===== config.mk =====
export PLATFORM = sky130hd
export DESIGN_NAME = bank_request_arbiter
export DESIGN_NICKNAME = d
export VERILOG_FILES = /design/src/rtl/bank_mem_pkg.sv /design/src/rtl/bank_request_arbiter_rr.sv /design/src/rtl/bank_request_arbiter.sv
export SDC_FILE = /design/constraint.sdc
export NUM_CORES = 1
export LEC_CHECK = 0
export BUFFER_PORTS_ARGS = -buffer_cell sky130_fd_sc_hd__buf_2
export CORE_MARGIN = 10
export CORE_UTILIZATION = 46
export CTS_BUF_LIST = sky130_fd_sc_hd__clkbuf_8 sky130_fd_sc_hd__clkbuf_16
export CTS_CLUSTER_SIZE = 12
export DETAILED_ROUTE_END_ITERATION = 10
export PLACE_DENSITY = 0.84
export SLEW_MARGIN = 40
export SYNTH_ARGS = -nofsm -noshare
export SYNTH_HDL_FRONTEND = slang
export SYNTH_SLANG_ARGS = --single-unit

===== constraint.sdc =====
create_clock -name clk -period 2 [get_ports clk]
set_input_delay 0.4 -clock clk [delete_from_list [all_inputs] [get_ports clk]]
set_output_delay 0.4 -clock clk [all_outputs]
set_load 0.005 [all_outputs]

===== src/rtl/bank_mem_pkg.sv =====
// Shared types and defaults for the bank request arbiter.
// Used by the arbiter sub-module and the top level.
package bank_mem_pkg;

  localparam int DATA_WIDTH_DEF     = 8;
  localparam int ADDR_WIDTH_DEF     = 4;
  localparam int NUM_BANKS_DEF      = 4;
  localparam int BANK_SEL_WIDTH_DEF = 2;
  localparam int NUM_CLIENTS_DEF    = 2;
  localparam int READ_LATENCY_DEF   = 1;
  localparam int MAX_CLIENTS        = 16;

  function automatic int cid_width(input int n);
    return (n > 1) ? $clog2(n) : 1;
  endfunction

  localparam int CID_W = cid_width(MAX_CLIENTS);

  typedef logic [CID_W-1:0] cid_t;

  typedef struct packed {
    logic valid;
    cid_t client_id;
    logic err;
  } tag_t;

endpackage


===== src/rtl/bank_request_arbiter_rr.sv =====
// Round-robin arbiter: one-hot grant, scanning upward from a pointer.
// The pointer moves past the winner; it holds when nobody requests.
module rr_arbiter
  import bank_mem_pkg::*;
#(
  parameter int N = 2
) (
  input  logic         clk,
  input  logic         rst_n,
  input  logic [N-1:0] req,
  output logic [N-1:0] grant,
  output cid_t         grant_id,
  output logic         any
);

  cid_t ptr;
  int   tgt;

  // Walk offsets from far to near so the nearest requester wins last.
  always_comb begin
    grant    = '0;
    grant_id = '0;
    any      = 1'b0;
    tgt      = 0;
    for (int off = N-1; off >= 0; off--) begin
      tgt = int'(ptr) + off;
      if (tgt >= N) tgt = tgt - N;
      for (int c = 0; c < N; c++) begin
        if (rst_n && req[c] && (c == tgt)) begin
          grant    = '0;
          grant[c] = 1'b1;
          grant_id = cid_t'(c);
          any      = 1'b1;
        end
      end
    end
  end

  always_ff @(posedge clk or negedge rst_n) begin
    if (!rst_n) begin
      ptr <= '0;
    end else if (any) begin
      if (grant_id == cid_t'(N-1)) ptr <= '0;
      else ptr <= grant_id + cid_t'(1);
    end
  end

endmodule


===== src/rtl/bank_request_arbiter.sv =====
// Multi-client front end for multi_bank_memory: arbitrate, issue,
// and route read data back to the requester with a tag pipeline.
module bank_request_arbiter
  import bank_mem_pkg::*;
#(
  parameter int DATA_WIDTH     = DATA_WIDTH_DEF,
  parameter int ADDR_WIDTH     = ADDR_WIDTH_DEF,
  parameter int NUM_BANKS      = NUM_BANKS_DEF,
  parameter int BANK_SEL_WIDTH = BANK_SEL_WIDTH_DEF,
  parameter int NUM_CLIENTS    = NUM_CLIENTS_DEF,
  parameter int READ_LATENCY   = READ_LATENCY_DEF
) (
  input  logic                                clk,
  input  logic                                rst_n,
  input  logic [NUM_CLIENTS-1:0]              req_valid,
  output logic [NUM_CLIENTS-1:0]              req_ready,
  input  logic [NUM_CLIENTS-1:0]              req_we,
  input  logic [NUM_CLIENTS*BANK_SEL_WIDTH-1:0] req_bank,
  input  logic [NUM_CLIENTS*ADDR_WIDTH-1:0]   req_addr,
  input  logic [NUM_CLIENTS*DATA_WIDTH-1:0]   req_wdata,
  output logic [NUM_CLIENTS-1:0]              rsp_valid,
  output logic [DATA_WIDTH-1:0]               rsp_rdata,
  output logic                                rsp_err,
  output logic                                mem_we,
  output logic [ADDR_WIDTH-1:0]               mem_addr,
  output logic [DATA_WIDTH-1:0]               mem_din,
  output logic [BANK_SEL_WIDTH-1:0]           mem_bank_sel,
  input  logic [DATA_WIDTH-1:0]               mem_dout
);

  logic [NUM_CLIENTS-1:0]    grant;
  cid_t                      grant_id;
  logic                      hs;
  logic                      sel_we;
  logic [BANK_SEL_WIDTH-1:0] sel_bank;
  logic [ADDR_WIDTH-1:0]     sel_addr;
  logic [DATA_WIDTH-1:0]     sel_wdata;
  logic                      bank_ok;
  tag_t                      tag_in;
  tag_t                      tags [READ_LATENCY+1];
  tag_t                      rsp_tag;
  logic [NUM_CLIENTS-1:0]    rsp_hit;

  rr_arbiter #(.N(NUM_CLIENTS)) u_arb (
    .clk      (clk),
    .rst_n    (rst_n),
    .req      (req_valid),
    .grant    (grant),
    .grant_id (grant_id),
    .any      (hs)
  );

  assign req_ready = grant;

  always_comb begin
    sel_we    = 1'b0;
    sel_bank  = '0;
    sel_addr  = '0;
    sel_wdata = '0;
    for (int c = 0; c < NUM_CLIENTS; c++) begin
      if (grant[c]) begin
        sel_we    = req_we[c];
        sel_bank  = req_bank[c*BANK_SEL_WIDTH +: BANK_SEL_WIDTH];
        sel_addr  = req_addr[c*ADDR_WIDTH +: ADDR_WIDTH];
        sel_wdata = req_wdata[c*DATA_WIDTH +: DATA_WIDTH];
      end
    end
  end

  assign bank_ok = int'(sel_bank) < NUM_BANKS;

  always_comb begin
    tag_in           = '0;
    tag_in.valid     = hs & ~sel_we;
    tag_in.client_id = grant_id;
    tag_in.err       = ~bank_ok;
  end

  always_ff @(posedge clk or negedge rst_n) begin
    if (!rst_n) begin
      mem_we       <= 1'b0;
      mem_addr     <= '0;
      mem_din      <= '0;
      mem_bank_sel <= '0;
    end else begin
      mem_we <= hs & sel_we & bank_ok;
      if (hs) begin
        mem_addr     <= sel_addr;
        mem_din      <= sel_wdata;
        mem_bank_sel <= sel_bank;
      end
    end
  end

  // Tag i lines up with the memory access i cycles after issue.
  always_ff @(posedge clk or negedge rst_n) begin
    if (!rst_n) begin
      for (int i = 0; i <= READ_LATENCY; i++) tags[i] <= '0;
    end else begin
      tags[0] <= tag_in;
      for (int i = 1; i <= READ_LATENCY; i++) tags[i] <= tags[i-1];
    end
  end

  assign rsp_tag = tags[READ_LATENCY];

  always_comb begin
    rsp_hit = '0;
    for (int c = 0; c < NUM_CLIENTS; c++) begin
      rsp_hit[c] = rsp_tag.valid && (rsp_tag.client_id == cid_t'(c));
    end
  end

  always_ff @(posedge clk or negedge rst_n) begin
    if (!rst_n) begin
      rsp_valid <= '0;
      rsp_rdata <= '0;
      rsp_err   <= 1'b0;
    end else begin
      rsp_valid <= rsp_hit;
      rsp_err   <= rsp_tag.valid & rsp_tag.err;
      if (rsp_tag.valid) rsp_rdata <= rsp_tag.err ? '0 : mem_dout;
    end
  end

endmodule


==> flow_metrics.env <==
export IMPL_tritoncts="built"
export IMPL_ys_ff_latch=30
export IMPL_fillers=198
export IMPL_row_count=18
export IMPL_syn2layout_area_growth_pct=36.6
export IMPL_worst_pin_slew_ps=728
export IMPL_placeableCoreArea_um2=2500
export IMPL_dr_pass1_iters=4
export IMPL_grt_usage_pct=13.7
export IMPL_die_height_um=71.5
export IMPL_routed_wl_um=3300
export IMPL_path_max_fanout=15
export IMPL_synth_async_reset_ratio_pct=100
export IMPL_cpMaxStageDelayCell="dfrtp_1"
export IMPL_period_share_pct=86.4
export IMPL_power_leakage_nw=0.875
export IMPL_hpwl_um=2660
export IMPL_netlist_top_cell_by_area="dfrtp_1"
export IMPL_cts_num_sinks=30
export IMPL_clk_pin_slew_ps=60
export IMPL_power_mw=1.55
export IMPL_numPortBuffers=68
export IMPL_htree_levels=2
export IMPL_clk_latency_ps=280
export IMPL_dieArea_um2=5120
export IMPL_synth_area_um2=1220
export IMPL_vias=1000
export IMPL_yosys_warnings=0
export IMPL_path_class="reg2out"
export IMPL_post_cts_resized=0
export IMPL_status="finished clean"
export IMPL_crit_buf_inv=1
export IMPL_max_freq_ghz=0.578
export IMPL_synthDistinctLibCells=21
export IMPL_slew_headroom_pct=51.2
export IMPL_critPathTopFamily="simple AND/OR/NAND/NOR gates"
export IMPL_antenna_found_initial=0
export IMPL_fin_ws_ps=271
export IMPL_drv_slew=0
export IMPL_viasPerCell=5.21
export IMPL_hp_class="in2async"
export IMPL_cap_violations=0
export IMPL_die_w_um=71.5
export IMPL_synth_edf_count=0
export IMPL_seq_area_frac_synth_pct=61.5
export IMPL_place_gp_congestion=0.799
export IMPL_post_cts_buffers=0
export IMPL_ys_flop_type="dfrtp_1"
export IMPL_cts_max_path_buffers=2
export IMPL_power_density_nw_per_um2=928
export IMPL_cts_hold_buffers=0
export IMPL_antenna_cells=0
export IMPL_syn_nets=132
export IMPL_num_io_pins=70
export IMPL_grt_pass1_wl_um=5510
export IMPL_syn_inst=90
export IMPL_place_ws_ps=253
export IMPL_final_setup_tns_ps=0
export IMPL_path_cells="nand2_2 -> and3_2 -> buf_2"
export IMPL_fin_skew_ps=6.44
export IMPL_drt_iter0_markers=64
export IMPL_min_period_ps=1730
export IMPL_critPathRequiredTime_ps=1600
export IMPL_rsz0062_at_grt="false"
export IMPL_cts_buffers=5
export IMPL_postRouteAntennaNets=0
export IMPL_gr_total_overflow=0
export IMPL_cts_root_buffer="clkbuf_8"
export IMPL_max_stage_delay_ps=410
export IMPL_finalSetupViolCount=0
export IMPL_synth_top_area_share_pct=61.5
export IMPL_drc=0
export IMPL_wl_per_cell_um=17.2
export IMPL_max_vdd_ir_drop_mv=0.706
export IMPL_first_global_vias=1134
export IMPL_arrival_ps=1330
export IMPL_worstSetupEndpointType="output pin"
export IMPL_timing_hold_violations_final=0
export IMPL_initial_utilization_pct=48.8
export IMPL_grt_max_degree=24
export IMPL_startpoint_type="flop"
export IMPL_yosys_top_cells_area="dfrtp_1, a221o_1, and2_1"
export IMPL_nets=205
export IMPL_avgSynthCellArea_um2=13.6
export IMPL_drive_gt1_share_pct=54.9
==> layout by cell type, fill, tap and decap left out, drive strengths merged <==
cell type / n
a21boi: 2
a21oi: 1
a221o: 14
a31oi: 1
and2: 15
and2b: 1
and3: 1
buf: 72
clkbuf: 6
conb: 1
dfrtp: 30
mux2: 8
nand2: 2
nand3: 1
nand3b: 2
nor2: 2
nor2b: 1
o21ai: 1
or3b: 1
==> synth_stat cells (2+ instances only) <==
cell type / number
buf_6: 2
a221o_1: 14
nor2_1: 2
buf_4: 2
nand3b_1: 2
and2_1: 15
clkbuf_1: 2
mux2_2: 8
a21boi_0: 2
dfrtp_1: 30
==> logic make-up after synthesis <==
| family | Yosys count | synth area share, % |
|---|---|---|
| compound gates | 19 | 14.0 |
| simple gates | 26 | 13.1 |
| other cells | 1 | 0.307 |
| buf+inv | 6 | 3.69 |
| flops | 30 | 61.5 |
| mux | 8 | 7.38 |
==> path summary, 6_finish.rpt <==
kind | end | slack (ps) | startpoint | cells after the start
max in group asynchronous | rsp_tag[5] | 1660 | rst_n | 2
setup reg to reg | mem_din[1] | 660 | u_arb.ptr[0] | 4
min in group clk | mem_din[0] | 350 | req_wdata[0] | 2
setup / recovery | req_ready[0] | 270 | u_arb.ptr[0] | 3
hold / removal | rsp_rdata[5] | 70 | rst_n | 2
hold reg to reg | rsp_tag[5] | 350 | tags[11] | 0
==> power by group <==
part           switching (mW)  total (mW)  internal (mW)
Sequential             0.0492       0.755          0.705
Clock                   0.205       0.470          0.264
Combinational           0.137       0.324          0.187
==> registers in the layout, summed over array words and instances (netlist names) <==
name,count
u_arb.ptr,1
rsp_rdata,8
mem_addr,4
rsp_valid,2
tags,2
rsp_tag,2
mem_bank_sel,2
mem_we,1
mem_din,8
==> through the flow <==
stage,utilization [%],area (um^2),hold slack (ps),std cells
floorplan,-,1220,104,90
global placement,63.4,1580,333,186
detailed placement,63.4,1580,340,186
CTS,66.7,1670,76.0,192
global route,66.7,1670,82.5,192
finish,66.7,1670,73.5,192
==> cell type report <==
cell class / count / area [um^2] / area share (%)
Sequential cell: 30 / 751 / 45.0
Multi-Input combinational cell: 54 / 427 / 25.6
Timing Repair Buffer: 72 / 370 / 22.2
Clock buffer: 6 / 82.6 / 4.95
Tap cell: 30 / 37.5 / 2.25
==> layer usage <==
layer  GRT usage [%]  vias to the layer above  part of all wire [%]
met2            22.4                       40                    52
met1            14.4                      488                    38
met4            4.52                        0                   1.3
li1                -                      467                     -
met3            8.13                        5                   8.5
met5               0                        -                     0
Note: power is estimated with default switching activity, not from simulation.
